`src/rtl/twi_arbiter.sv`:
```
// twi_arbiter: round-robin sequencer sharing one twi_master among N_REQ requesters.
// Optional watchdog enabled by defining TWI_ARB_TIMEOUT_EN.
module twi_arbiter #(
    parameter int N_REQ   = 4,
    parameter int GAP     = 64,
    parameter int TIMEOUT = 65535
) (
    input  logic               clk,
    input  logic               rst,
    input  logic [N_REQ-1:0]   req_wr,
    input  logic [N_REQ-1:0]   req_rd,
    input  logic [7*N_REQ-1:0] req_chip_addr,
    input  logic [8*N_REQ-1:0] req_reg_addr,
    input  logic [8*N_REQ-1:0] req_wdata,
    output logic [N_REQ-1:0]   gnt,
    output logic [N_REQ-1:0]   done,
    output logic [N_REQ-1:0]   err,
    output logic [7:0]         rdata,
    output logic               busy,
    output logic [6:0]         twi_chip_addr,
    output logic [7:0]         twi_reg_addr,
    output logic [7:0]         twi_datain,
    output logic               twi_wr,
    output logic               twi_rd,
    input  logic [7:0]         twi_dataout,
    input  logic               twi_scl,
    input  logic               twi_sda
);
    localparam int PW = $clog2(N_REQ);
    localparam int GW = $clog2(GAP + 1);

    typedef enum logic [2:0] {S_IDLE, S_ISSUE, S_XFER, S_RELEASE, S_GAP} state_t;
    state_t r_state, w_next;

    logic [1:0]       r_scl_s, r_sda_s;
    logic             r_sda_d, r_start_det, r_stop_det;
    logic [N_REQ-1:0] r_gnt, w_req;
    logic [PW-1:0]    r_ptr, r_own, w_idx;
    logic             w_found, w_timeout, w_act, r_wr, r_to;
    logic [GW-1:0]    r_gap;
    logic [6:0]       r_chip;
    logic [7:0]       r_reg, r_wd, r_rdata;

    // Bus monitor: two-flop synchronizers, then registered START/STOP detection
    always_ff @(posedge clk) begin
        if (!rst) begin
            r_scl_s     <= 2'b11;
            r_sda_s     <= 2'b11;
            r_sda_d     <= 1'b1;
            r_start_det <= 1'b0;
            r_stop_det  <= 1'b0;
        end else begin
            r_scl_s     <= {r_scl_s[0], twi_scl};
            r_sda_s     <= {r_sda_s[0], twi_sda};
            r_sda_d     <= r_sda_s[1];
            r_start_det <= r_scl_s[1] & r_sda_d & ~r_sda_s[1];
            r_stop_det  <= r_scl_s[1] & ~r_sda_d & r_sda_s[1];
        end
    end

    assign w_req = req_wr | req_rd;

    always_comb begin
        w_found = 1'b0;
        w_idx   = r_ptr;
        for (int i = 0; i < N_REQ; i++) begin
            if (!w_found && w_req[(int'(r_ptr) + i) % N_REQ]) begin
                w_found = 1'b1;
                w_idx   = PW'((int'(r_ptr) + i) % N_REQ);
            end
        end
    end

`ifdef TWI_ARB_TIMEOUT_EN
    logic [15:0] r_wdog;
    assign w_timeout = w_act && r_wdog == 16'(TIMEOUT - 1);
    always_ff @(posedge clk) begin
        if (!rst)
            r_wdog <= '0;
        else if (r_state == S_IDLE)
            r_wdog <= '0;
        else if (w_act)
            r_wdog <= r_wdog + 16'd1;
    end
    assign err = (r_state == S_RELEASE && r_to) ? r_gnt : '0;
`else
    assign w_timeout = 1'b0 && (TIMEOUT == 0);
    assign err       = '0;
`endif

    always_ff @(posedge clk) begin
        if (!rst)
            r_state <= S_IDLE;
        else
            r_state <= w_next;
    end

    always_comb begin
        w_next = r_state;
        case (r_state)
            S_IDLE:    w_next = (w_found && r_gap == '0) ? S_ISSUE : S_IDLE;
            S_ISSUE:   w_next = w_timeout ? S_RELEASE : (r_start_det ? S_XFER : S_ISSUE);
            S_XFER:    w_next = (w_timeout || r_stop_det) ? S_RELEASE : S_XFER;
            S_RELEASE: w_next = S_GAP;
            S_GAP:     w_next = (r_gap == '0) ? S_IDLE : S_GAP;
            default:   w_next = S_IDLE;
        endcase
    end

    always_ff @(posedge clk) begin
        if (!rst) begin
            r_gnt   <= '0;
            r_ptr   <= '0;
            r_own   <= '0;
            r_gap   <= '0;
            r_wr    <= 1'b0;
            r_to    <= 1'b0;
            r_chip  <= '0;
            r_reg   <= '0;
            r_wd    <= '0;
            r_rdata <= '0;
        end else begin
            if (r_state == S_IDLE && w_next == S_ISSUE) begin
                r_gnt  <= {{(N_REQ-1){1'b0}}, 1'b1} << w_idx;
                r_own  <= w_idx;
                r_wr   <= req_wr[w_idx];
                r_to   <= 1'b0;
                r_chip <= req_chip_addr[7*int'(w_idx) +: 7];
                r_reg  <= req_reg_addr[8*int'(w_idx) +: 8];
                r_wd   <= req_wdata[8*int'(w_idx) +: 8];
            end
            // Capture on entry to RELEASE so rdata is already valid in the done cycle
            if (w_act && w_next == S_RELEASE) begin
                r_rdata <= w_timeout ? 8'h00 : (r_wr ? r_rdata : twi_dataout);
                r_to    <= w_timeout;
            end
            if (r_state == S_RELEASE) begin
                r_gnt <= '0;
                r_ptr <= (int'(r_own) == N_REQ - 1) ? '0 : r_own + 1'b1;
                r_gap <= GW'(GAP - 1);
            end
            if (r_state == S_GAP && r_gap != '0)
                r_gap <= r_gap - 1'b1;
        end
    end

    assign w_act         = r_state == S_ISSUE || r_state == S_XFER;
    assign gnt           = r_gnt;
    assign done          = (r_state == S_RELEASE) ? r_gnt : '0;
    assign busy          = r_state != S_IDLE;
    assign rdata         = r_rdata;
    assign twi_wr        = w_act & r_wr;
    assign twi_rd        = w_act & ~r_wr;
    assign twi_chip_addr = r_chip;
    assign twi_reg_addr  = r_reg;
    assign twi_datain    = r_wd;
endmodule

```
`config.mk`:
```
export PLATFORM = sky130hd
export DESIGN_NAME = twi_arbiter
export DESIGN_NICKNAME = d
export VERILOG_FILES = /design/src/rtl/twi_arbiter.sv
export SDC_FILE = /design/constraint.sdc
export NUM_CORES = 1
export LEC_CHECK = 0
export ABC_CLOCK_PERIOD_IN_PS = 2450
export BUFFER_PORTS_ARGS = -buffer_cell sky130_fd_sc_hd__buf_4
export CAP_MARGIN = 20
export CORE_MARGIN = 10
export CORE_UTILIZATION = 48
export CTS_CLUSTER_DIAMETER = 200
export DETAILED_ROUTE_END_ITERATION = 12
export GPL_ROUTABILITY_DRIVEN = 1
export PLACE_DENSITY = 0.77
export SLEW_MARGIN = 0
export SYNTH_ARGS = -nofsm -noshare
export SYNTH_HDL_FRONTEND = slang
export SYNTH_SLANG_ARGS = --single-unit
```
`constraint.sdc`:
```
create_clock -name clk -period 2.45 [get_ports clk]
set_input_delay 0.49 -clock clk [delete_from_list [all_inputs] [get_ports clk]]
set_output_delay 0.49 -clock clk [all_outputs]
set_load 0.05 [all_outputs]
```
==> results.py <==
metrics = {
    "critical_path": {
        "critical_path.cell_chain": "o21bai_1 -> nor2_1 -> a211o_1 -> a221oi_1 -> a21oi_1",
        "cpPeakStageDelay_ns": 0.65,
        "startpoint_type": "register",
        "timing.critical_path.buf_inv": 0,
        "cp_max_fo": 17,
        "worstSetupPathType": "reg -> reg",
        "cp_slowest_cell": "dfxtp_1",
        "arrival_ns": 2.35,
        "r2r_start": "r_ptr[0]",
        "crit_path_end_kind": "register",
        "cp-startpoint": "r_ptr[0]",
        "cpLargestDelayFamily": "compound AO/OA/AOI/OAI gates",
        "cp_data_required_time_ns": 2.67,
    },
    "clock_tree": {
        "hold_buffers": 0,
        "clock-sinks": 57,
        "cts-buffers-inserted": 9,
        "htree_levels": 3,
        "clkLatencyLatePin_ns": 0.34,
        "post_cts_buffers": 0,
        "cts-resized-gates": 0,
        "path_clk_slew_ns": 0.06,
        "clockBufferDepth": 2,
        "cts_tree": "built",
        "ctsRootBufferMaster": "clkbuf_8",
    },
    "routing": {
        "wl_per_cell_um": 20.3,
        "num_vias": 4206,
        "firstDrtPassIters": 4,
        "drc": 0,
        "drt_iter0_drc": 218,
        "ant_nets": 0,
        "drt_wl_total_um": 13700,
        "via_per_inst": 6.23,
    },
    "synth": {
        "synthSimpleGateAreaFrac_pct": 20.5,
        "mappedNetlistArea_sq_um": 3520,
        "synth.largest_area_cell": "dfxtp_1",
        "ys_seq_area_share_pct": 32.4,
        "synth_compound_area_share_pct": 38.2,
        "avgSynthCellArea_sq_um": 8.20,
        "synth_top_family_by_area": "compound AO/OA/AOI/OAI gates",
        "synth.mux.area_fraction_pct": 0,
        "synth_xor_area_share_pct": 0,
        "synth.area.top_cells": "dfxtp_1, a21oi_1, a221oi_1",
        "postSynthCellCount": 429,
        "synthAdderAreaFrac_pct": 1.07,
        "yosysWarnings": 0,
        "synthDominantCellAreaShare_pct": 32.4,
        "synth.distinct_cells": 60,
        "ys_async_sr_fraction_pct": 0,
        "synth_edf_count": 0,
        "synth_seq_cells": 57,
        "ys.flop_type": "dfxtp_1",
    },
    "timing": {
        "clock.fmax_ghz": 0.468,
        "layout_min_cycle_time_ns": 2.14,
        "finalMaxSlewViolations": 0,
        "grt_setup_unrepaired": "false",
        "setup_tns_ns": 0,
        "hold_viol": 0,
        "period_share_pct": 87.2,
        "setup_viol": 0,
        "fin_skew_ns": 0.00757,
        "worstMarginPinSlew_ns": 0.668,
        "slew_headroom_pct": 55.4,
    },
    "global_route": {
        "grtUsageMet1_pct": 25.1,
        "grt_max_degree": 34,
        "grt_pass1_vias": 4252,
        "gr-usage-met3_pct": 12.4,
        "grt-ovfl-total": 0,
        "antenna_found_initial": 0,
        "grt_pass1_wl_um": 21700,
        "grt_usage_pct": 23.5,
        "top_usage_layer": "met2",
        "grtUsageMet2_pct": 39.3,
    },
    "pwr": {
        "p_leak_uw": 0.00225,
        "p_per_area_nw_per_um2": 598,
        "p_total_uw": 2970,
        "irDropWorstVdd_uv": 366,
    },
    "layout": {
        "nFillCells": 615,
        "areaGrowthSynthToFinish_pct": 41.3,
        "multiInputGateArea_sq_um": 2130,
        "ff_latch_area_sq_um": 1140,
        "final_util_pct": 69.3,
        "drive_above_1_share_pct": 34.7,
        "nets": 686,
        "antenna_cells": 0,
    },
    "hold_path": {
        "min_from": "twi_sda",
        "hold_path.class": "in -> reg",
    },
    "placed_design": {
        "routabilityCongestion": 0.923,
        "dp_hpwl_um": 10000,
        "place.port_buffers": 153,
    },
    "floorplan": {
        "core_sq_um": 7180,
        "dieArea_sq_um": 11200,
        "die_w_um": 106,
        "die_y_um": 106,
        "num_rows": 31,
        "start_util_pct": 49.0,
        "ios": 158,
    },
    "run_status": {
        "status": "complete, no violations",
    },
    "flow_run": {
        "cap_violations": 0,
    },
}
worst paths after layout:
| path | end | slack [ns] | depth (start not counted) |
|---|---|---|---|
| max | twi_chip_addr[0] | 0.31 | 5 |
| min | r_sda_s[0] | 0.34 | 2 |
| max reg2reg | twi_chip_addr[0] | 0.31 | 5 |
| min reg2reg | r_stop_det | 0.40 | 1 |
cells in the mapped netlist, types with 2 or more instances:
| master | instances |
|---|---|
| a31oi_1 | 3 |
| or2_0 | 2 |
| and2_1 | 7 |
| nor3b_1 | 2 |
| o21ba_2 | 2 |
| nor4_1 | 3 |
| o21a_1 | 6 |
| a21oi_1 | 46 |
| and3_1 | 3 |
| buf_6 | 5 |
| a211oi_1 | 2 |
| nor2_1 | 16 |
| a211o_1 | 3 |
| nand2_1 | 21 |
| nand2b_1 | 6 |
| ha_1 | 3 |
| dfxtp_1 | 57 |
| o211ai_1 | 2 |
| o21ai_1 | 3 |
| o21bai_1 | 3 |
| buf_4 | 8 |
| a21o_1 | 25 |
| nor3_1 | 8 |
| or3_1 | 4 |
| or3b_1 | 2 |
| inv_1 | 6 |
| nor2b_1 | 6 |
| o31ai_1 | 24 |
| clkbuf_1 | 12 |
| o21ai_0 | 39 |
| a221oi_1 | 23 |
| nand3_1 | 11 |
| nand4_1 | 25 |
| buf_2 | 15 |
layer usage:
layer	vias to the layer above	wire length (um)
li1	1927	-
met1	1988	5020
met2	259	6520
met3	32	1840
met4	0	346
met5	-	0
cell usage in the layout, fill, tap and decap left out, drive strengths merged, types with 4 or more instances in the layout:
| cell | instances |
|---|---|
| buf | 170 |
| dfxtp | 57 |
| a21oi | 46 |
| o21ai | 43 |
| nand4 | 25 |
| a21o | 25 |
| o31ai | 24 |
| a221oi | 23 |
| nand2 | 21 |
| nor2 | 16 |
| nand3 | 11 |
| clkbuf | 10 |
| nor3 | 8 |
| and2 | 7 |
| o21a | 7 |
| inv | 6 |
| nor2b | 6 |
| nand2b | 6 |
| or3 | 4 |
| conb | 4 |
| nor4 | 4 |
| or2 | 4 |
registers in the layout (all words and copies together) (netlist names):
name and count:
r_sda_d 1, gnt 4, rdata 8, r_sda_s 2
r_own 2, r_state 3, r_start_det 1, r_stop_det 1
twi_datain 8, r_wr 1, twi_chip_addr 7, twi_reg_addr 8
r_gap 7, r_ptr 2, r_scl_s 2
area by class of cell:
class | instances | area share, %
Tap cell | 99 | 2.49
Timing Repair Buffer | 170 | 26.4
Inverter | 6 | 0.453
Sequential cell | 57 | 23.0
Clock inverter | 6 | 2.11
Multi-Input combinational cell | 327 | 42.8
Clock buffer | 10 | 2.77
through the flow:
stage                     instances  worst slack, ns  cell area, sq um  hold slack (ns)
after CTS                       675            0.323              4970            0.330
after global placement          659            0.215              4730            0.388
final                           675            0.313              4970            0.339
after detailed placement        659            0.146              4730            0.398
after floorplan                 432            0.455              3530            0.386
after global routing            675            0.143              4970            0.329
cell families (layout without fill, tap and decap cells):
kind of cell / count (synthesis) / after routing
adders and majority gates: 3 / 3
other: 1 / 4
and+or+nand+nor: 124 / 124
AOI/OAI and AO/OA: 196 / 196
buffers and inverters: 48 / 192
DFF: 57 / 57
power by group:
part / internal [uW] / switching (uW) / leakage, uW
Combinational: 331 / 515 / 0.00166
Clock: 698 / 388 / 0.000126
Sequential: 995 / 46.6 / 0.000468
Total: 2020 / 950 / 0.00225
(Power assumes the default switching activity.)
